[config.mk]
export PLATFORM = sky130hd
export DESIGN_NAME = mbtrain_sb_arbiter
export DESIGN_NICKNAME = d
export VERILOG_FILES = /design/src/rtl/mbtrain_pkg.sv /design/src/rtl/mbtrain_rr_arb2.sv /design/src/rtl/mbtrain_sb_arbiter.sv
export SDC_FILE = /design/constraint.sdc
export NUM_CORES = 1
export LEC_CHECK = 0
export CAP_MARGIN = 10
export CORE_MARGIN = 3
export CORE_UTILIZATION = 39
export DETAILED_ROUTE_END_ITERATION = 8
export MAX_ROUTING_LAYER = met4
export PLACE_DENSITY = 0.77
export SLEW_MARGIN = 25
export SYNTH_ARGS = -nofsm -noshare
export SYNTH_HDL_FRONTEND = slang
export SYNTH_SLANG_ARGS = --single-unit
[constraint.sdc]
create_clock -name clk -period 2.2 [get_ports clk]
set_clock_uncertainty 0.2 [all_clocks]
set_input_delay 0.44 -clock clk [delete_from_list [all_inputs] [get_ports clk]]
set_output_delay 0.44 -clock clk [all_outputs]
set_load 0.05 [all_outputs]
[src/rtl/mbtrain_pkg.sv]
// MBTRAIN sideband arbiter shared definitions:
// FSM state encoding, sideband message codes and grant bundle.
package mbtrain_pkg;

  localparam logic [1:0] ST_IDLE      = 2'd0;
  localparam logic [1:0] ST_LAUNCH    = 2'd1;
  localparam logic [1:0] ST_WAIT_DONE = 2'd2;
  localparam logic [1:0] ST_RELEASE   = 2'd3;

  localparam logic SRC_TX = 1'b0;
  localparam logic SRC_RX = 1'b1;

  localparam logic [3:0] MSG_NOP                    = 4'b0000;
  localparam logic [3:0] START_REQ                  = 4'b0001;
  localparam logic [3:0] START_RESP                 = 4'b0010;
  localparam logic [3:0] END_REQ                    = 4'b0011;
  localparam logic [3:0] END_RESP                   = 4'b0100;
  localparam logic [3:0] RESULT_REQ                 = 4'b0101;
  localparam logic [3:0] RESULT_RESP                = 4'b0110;
  localparam logic [3:0] EXIT_TO_REPAIR_REQ         = 4'b0111;
  localparam logic [3:0] EXIT_TO_REPAIR_RESP        = 4'b1000;
  localparam logic [3:0] EXIT_TO_SPEEDDEGRADE_REQ   = 4'b1001;
  localparam logic [3:0] EXIT_TO_SPEEDDEGRADE_RESP  = 4'b1010;
  localparam logic [3:0] EXIT_TO_PHYRETRAIN_REQ     = 4'b1011;
  localparam logic [3:0] EXIT_TO_PHYRETRAIN_RESP    = 4'b1100;

  typedef struct packed {
    logic       src;
    logic [3:0] msg;
  } sb_grant_t;

endpackage

[src/rtl/mbtrain_rr_arb2.sv]
// Two-way round-robin pick between TX and RX requesters.
// ptr holds the last granted source; a tie goes to the other one.
module mbtrain_rr_arb2
  import mbtrain_pkg::*;
(
  input  logic req_tx,
  input  logic req_rx,
  input  logic ptr,
  output logic gnt
);

  always_comb begin
    gnt = SRC_TX;
    if (req_tx && req_rx)
      gnt = ~ptr;
    else if (req_rx)
      gnt = SRC_RX;
  end

endmodule

[src/rtl/mbtrain_sb_arbiter.sv]
// MBTRAIN sideband arbiter: round-robin launch of TX/RX messages.
// Optional launch timeout enabled by MBTRAIN_SB_ARB_TIMEOUT_EN.
module mbtrain_sb_arbiter
  import mbtrain_pkg::*;
#(
  parameter int TIMEOUT_CYCLES = 64
) (
  input  logic       clk,
  input  logic       rst,
  input  logic       i_en,
  input  logic       i_tx_valid,
  input  logic [3:0] i_tx_msg,
  input  logic       i_rx_valid,
  input  logic [3:0] i_rx_msg,
  input  logic       i_sb_busy,
  output logic       o_sb_valid,
  output logic [3:0] o_sb_msg,
  output logic       o_sb_src,
  output logic       o_tx_done,
  output logic       o_rx_done,
  output logic       o_timeout
);

  if (TIMEOUT_CYCLES < 1) begin : g_bad_timeout
    $error("TIMEOUT_CYCLES must be at least 1");
  end

  logic [1:0] state_q;
  logic [1:0] state_d;
  sb_grant_t  gnt_q;
  logic       ptr_q;
  logic       pick;
  logic       any_req;
  logic       is_nop;
  logic       launch_live;
  logic       release_ok;
  logic       to_hit;

  mbtrain_rr_arb2 u_rr (
    .req_tx (i_tx_valid),
    .req_rx (i_rx_valid),
    .ptr    (ptr_q),
    .gnt    (pick)
  );

  assign any_req     = i_tx_valid || i_rx_valid;
  assign is_nop      = (gnt_q.msg == MSG_NOP);
  assign launch_live = (state_q == ST_LAUNCH) && !is_nop;
  assign release_ok  = (state_q == ST_RELEASE) && i_en;

`ifdef MBTRAIN_SB_ARB_TIMEOUT_EN
  localparam int CW = $clog2(TIMEOUT_CYCLES + 1);

  logic [CW-1:0] cnt_q;
  logic          timeout_q;

  assign to_hit = launch_live && !i_sb_busy &&
                  (cnt_q == CW'(TIMEOUT_CYCLES - 1));

  always_ff @(posedge clk) begin
    if (rst || !i_en) begin
      cnt_q     <= '0;
      timeout_q <= 1'b0;
    end else if (to_hit) begin
      cnt_q     <= '0;
      timeout_q <= 1'b1;
    end else if (launch_live && !i_sb_busy) begin
      cnt_q <= cnt_q + 1'b1;
    end else begin
      cnt_q <= '0;
    end
  end

  assign o_timeout = timeout_q;
`else
  assign to_hit    = 1'b0;
  assign o_timeout = 1'b0;
`endif

  always_comb begin
    state_d = state_q;
    unique case (state_q)
      ST_IDLE: begin
        if (any_req)
          state_d = ST_LAUNCH;
      end
      ST_LAUNCH: begin
        if (is_nop)
          state_d = ST_RELEASE;
        else if (i_sb_busy)
          state_d = ST_WAIT_DONE;
        else if (to_hit)
          state_d = ST_RELEASE;
      end
      ST_WAIT_DONE: begin
        if (!i_sb_busy)
          state_d = ST_RELEASE;
      end
      ST_RELEASE: state_d = ST_IDLE;
      default:    state_d = ST_IDLE;
    endcase
    if (!i_en)
      state_d = ST_IDLE;
  end

  always_ff @(posedge clk) begin
    if (rst) begin
      state_q <= ST_IDLE;
      gnt_q   <= '0;
      ptr_q   <= SRC_RX;
    end else begin
      state_q <= state_d;
      if ((state_q == ST_IDLE) && i_en && any_req) begin
        gnt_q.src <= pick;
        gnt_q.msg <= (pick == SRC_RX) ? i_rx_msg : i_tx_msg;
      end
      if (release_ok)
        ptr_q <= gnt_q.src;
    end
  end

  // Message and source are only driven while a launch is visible.
  assign o_sb_valid = launch_live;
  assign o_sb_msg   = launch_live ? gnt_q.msg : 4'b0000;
  assign o_sb_src   = launch_live ? gnt_q.src : 1'b0;
  assign o_tx_done  = release_ok && (gnt_q.src == SRC_TX);
  assign o_rx_done  = release_ok && (gnt_q.src == SRC_RX);

endmodule
# Word level (Yosys, flattened, before mapping)
# Cells that the tools add are included.
dict set report totals {
  reg_bits 8
  inputBits 14
  output_inout_bits 9
}
dict set report op_classes {
  n_eq_ne 6
  muxes 10
  n_bitwise 3
  n_reduce_logical 13
}
# cell count
set op_table {}
lappend op_table {{2-bit 2-to-1 mux} 4}
lappend op_table {{4-bit 2-to-1 mux} 2}
lappend op_table {{2-bit case mux with 4 select lines} 1}
lappend op_table {{1-bit logical AND} 7}
lappend op_table {{2-bit equality test, second input constant} 2}
lappend op_table {{4-bit logical NOT} 1}
lappend op_table {{2-bit inequality test, second input constant} 2}
lappend op_table {{1-bit 2-to-1 mux} 3}
lappend op_table {{3-bit inequality test, second input constant} 1}
lappend op_table {{1-bit inverter} 3}
lappend op_table {{3-bit AND reduction} 1}
lappend op_table {{2-bit by 1-bit equality test with 1-bit output, second input constant} 1}
lappend op_table {{2-bit logical NOT} 1}
lappend op_table {{2-bit OR reduction} 1}
lappend op_table {{1-bit logical NOT} 1}
lappend op_table {{1-bit logical OR} 1}

# Depth between registers and ports, before layout
# Gate-level depths: netlist of the first run.
dict set report logic_depth {
  ltp_word 4
  mapped_depth 6
}

# By module
# Synthesis of the first run repeated with hierarchy kept, for this count alone.
dict set report unflattened {
  hier_cells 59
  area_unflattened_um2 523.0
}
# mod n_inst cells_each area_each_um2
set modules_own_cells {}
lappend modules_own_cells {mbtrain_sb_arbiter 1 58 511.7}
lappend modules_own_cells {mbtrain_rr_arb2 1 1 11.3}

# Worst setup path before layout of the first run
# Ideal clock, no wire load.
dict set report synth_path {
  path_kind {flip-flop to output port}
  from {reg state_q[1]}
  to {out o_sb_src}
  arrival_ps 1540
  t_required_ps 1560
  setup_slack_ps 20
  stages_incl_launch_ff 5
  path_buffers 0
  cell_sequence {dfxtp_1 inv_1 ha_1 o41a_1 and2_2}
}
dict set report synth_via {
  elab_chain_len 3
}
# element line
set synth_rtl {}
lappend synth_rtl {{start: declaration} mbtrain_sb_arbiter.sv:28} ;# logic [1:0] state_q;
lappend synth_rtl {{start signal: assignment} mbtrain_sb_arbiter.sv:112} ;# state_q <= state_d;
lappend synth_rtl {{2-bit by 1-bit equality test with 1-bit output} mbtrain_sb_arbiter.sv:48} ;# assign launch_live = (state_q == ST_LAUNCH) && !is_nop;
lappend synth_rtl {{1-bit logical AND} mbtrain_sb_arbiter.sv:48}
lappend synth_rtl {{net o_sb_valid} mbtrain_sb_arbiter.sv:16} ;# output logic o_sb_valid,
lappend synth_rtl {{1-bit 2-to-1 mux} mbtrain_sb_arbiter.sv:125} ;# assign o_sb_src = launch_live ? gnt_q.src : 1'b0;
lappend synth_rtl {{end: declaration} mbtrain_sb_arbiter.sv:18} ;# output logic o_sb_src,
# The timed path passes the listed nets, and every way through them passes these cells.

# Worst setup path in the final report of the first run
dict set report layout_path {
  from {reg state_q[1]}
  to {out o_sb_src}
}
dict set report layout_via {
  elab_chain_len 3
}
# element line
set layout_rtl {}
lappend layout_rtl {{2-bit by 1-bit equality test with 1-bit output} mbtrain_sb_arbiter.sv:48}
lappend layout_rtl {{1-bit logical AND} mbtrain_sb_arbiter.sv:48}
lappend layout_rtl {{1-bit 2-to-1 mux} mbtrain_sb_arbiter.sv:125}
# Every way passes these cells.

==> results_dict.tcl, run 1 <==
set metrics [dict create \
    worstSetupPathType "flop to output port" \
    clock_sinks 8 \
    synthDominantCellAreaShare_pct 30.7 \
    synth_common_cells "dfxtp_1, nor2_1, ha_1, mux2i_1" \
    dr_total_vias 507 \
    rsz0062_at_grt "no" \
    worstPathCellList "inv_1, ha_1, o41a_1, and2_2, buf_12" \
    clk_pin_slew_ns 0.05 \
    overflow 0 \
    drive_gt1_share_pct 20.5 \
    cts-buffers-inserted 3 \
    drv_slew 0 \
    coreArea_um2 1190 \
    ctsRootBufferMaster "clkbuf_4" \
    critical_path.max_fanout 6 \
    cp-end-kind "output port" \
    viasPerCell 5.23 \
    nNetsFinal 104 \
    critPathRequiredTime_ns 1.56 \
    detailed_place_hpwl_um 936 \
    min_period_ns 2.11 \
    yosys.area.top_type "dfxtp_1" \
    die_w_um 42.6 \
    power_density_nw_per_um2 469 \
    crit_buf_inv 2 \
    crit_arrival_ns 1.47 \
    finalCritPeriodShare_pct 96.0 \
    syn_nets 78 \
    first_pass_iters 4 \
    htreeDepth 1 \
    cap_violations 0 \
    critPathMaxStageDelay_ns 0.34 \
    crit_path_top_delay_cell "dfxtp_2" \
    hold_buffers 0 \
    io_pins 23 \
    diodes 0 \
    syn_area_per_cell_um2 8.84 \
    grt_start_max_net_pins 10 \
    yosysWarnings 0 \
    total_power_uw 402 \
    wire_per_inst_um 11.5 \
    clockBufferDepth 2 \
    fp-row-count 12 \
    hold_path.class "flop to flop" \
    antenna_left 0 \
    syn-cell-area_um2 522 \
    ys_seq_area_share_pct 30.7 \
    placed_area_um2 818 \
    busiest_layer "met2" \
    ys.flop_type "dfxtp_1" \
    hold_slack_ns 0.293 \
    clk-insertion-delay-late_ns 0.25 \
    fin_cells 97 \
    max_clock_freq_mhz 474 \
    dpl.cell_count 92 \
    die_area_um2 1810 \
    tns_ns 0 \
    antenna_found_initial 0 \
    grt_pass1_vias 480 \
    use_met1_pct 18.9 \
    drc 0 \
    tritoncts "done" \
    gp_congestion 0.767 \
    io_buffers 21 \
    cp_top_family "flip-flops" \
    async_reset_ff_share_pct 0 \
    final-setup-viol-count 0 \
    synth_cell_types 26 \
    r2r_slack_ns 0.41 \
    grtUsageMet2_pct 22.5 \
    ys_ff_latch 8 \
    die_height_um 42.6 \
    start_util_pct 44.0 \
    status "complete, no violations" \
    synth.most_common_cell "dfxtp_1" \
    worstSetupStartpointType "flop" \
    area_delta_synth_final_pct 64.3 \
    grtUsageMet3_pct 2.58 \
    dr.first_iter.drc_count 3 \
    synth_area_leaders "dfxtp_1, ha_1, mux2i_1" \
    grtUsageTotal_pct 15.2 \
    design_area_um2 857 \
    ir_worst_vdd_uv 370 \
    grt_pass1_wl_um 2030 \
    hold_violations 0 \
    power.leakage_nw 0.351 \
    wl_um 1120 \
    synth_edf_count 0 \
    synth_cells 59 \
]
## power by group
part	leakage (nW)	switching [mW]	total [mW]	internal, mW
sequential	0.0662	0.0113	0.168	0.156
clock	0.0138	0.0456	0.108	0.0621
combinational	0.271	0.0595	0.126	0.0669
## kinds of logic after synthesis
kind of cell | Yosys count | synth area share, %
flops | 8 | 30.7
simple gates | 21 | 20.6
fa+ha+maj | 5 | 12.0
mux | 5 | 9.59
compound gates | 14 | 22.1
other cells | 1 | 0.719
buf+inv | 5 | 4.32
## final timing paths
| path | cells after the start | end | startpoint |
|---|---|---|---|
| worst max register to register | 6 | state_q[1] | state_q[1] |
| worst min register to register | 2 | state_q[1] | state_q[1] |
| worst min-delay path | 2 | state_q[1] | state_q[1] |
| worst max-delay path | 5 | o_sb_src | state_q[1] |
## final cells by class
cell class                      count  area (um2)
Timing Repair Buffer               23         305
Fill cell                          78         329
Inverter                            3        11.3
Tap cell                           14        17.5
Sequential cell                     8         161
Clock buffer                        3        22.5
Multi-Input combinational cell     46         339
## layout by cell type, fill, tap and decap left out, types with 2 or more instances in the layout
master           instances
clkdlybuf4s50_1         13
a211oi_1                 4
nand2_1                  4
ha_1                     5
buf_4                    2
nor2b_1                  2
dfxtp_1                  7
mux2i_1                  5
and2_2                   2
buf_12                   8
and2_1                   4
nor2_1                   6
clkbuf_4                 3
inv_1                    3
## state kept, by name, indices dropped and copies added, names as in the netlist
register / flops
gnt_q: 5
state_q: 2
ptr_q: 1
## worst reg2reg max path: stages, from the launching register on
cell     delay (ns)
dfxtp_2        0.36
inv_1          0.08
ha_1           0.23
o41a_1         0.16
buf_4          0.15
a221o_1        0.37
mux2i_1        0.12
## layer usage
layer / up-vias / wire, um
met3: 2 / 75
met5: - / 0
met1: 220 / 523
met4: 0 / 17
met2: 23 / 502
li1: 262 / -
## repair_timing
item / 4_1_cts / 5_1_grt
gates resized for setup: 1 / 0
setup buffers: 0 / 2
endpoints found under the setup margin: 1 / 1
## through the flow
step | setup slack (ns) | utilization [%]
5_1_grt | 0.000447 | 72.3
4_1_cts | 0.0176 | 71.0
2_1_floorplan | 0.0197 | -
6_report | 0.0886 | 72.3
3_5_place_dp | 0.132 | 69.0
3_3_place_gp | 0.167 | 69.0
(Power assumes the default switching activity.)
==> inputs of run 2 (changes only) <==
SLEW_MARGIN = 40   (was 25)
==> results of run 2 <==
Same layout as run 1: the final DEF is identical, and so are final timing and power.
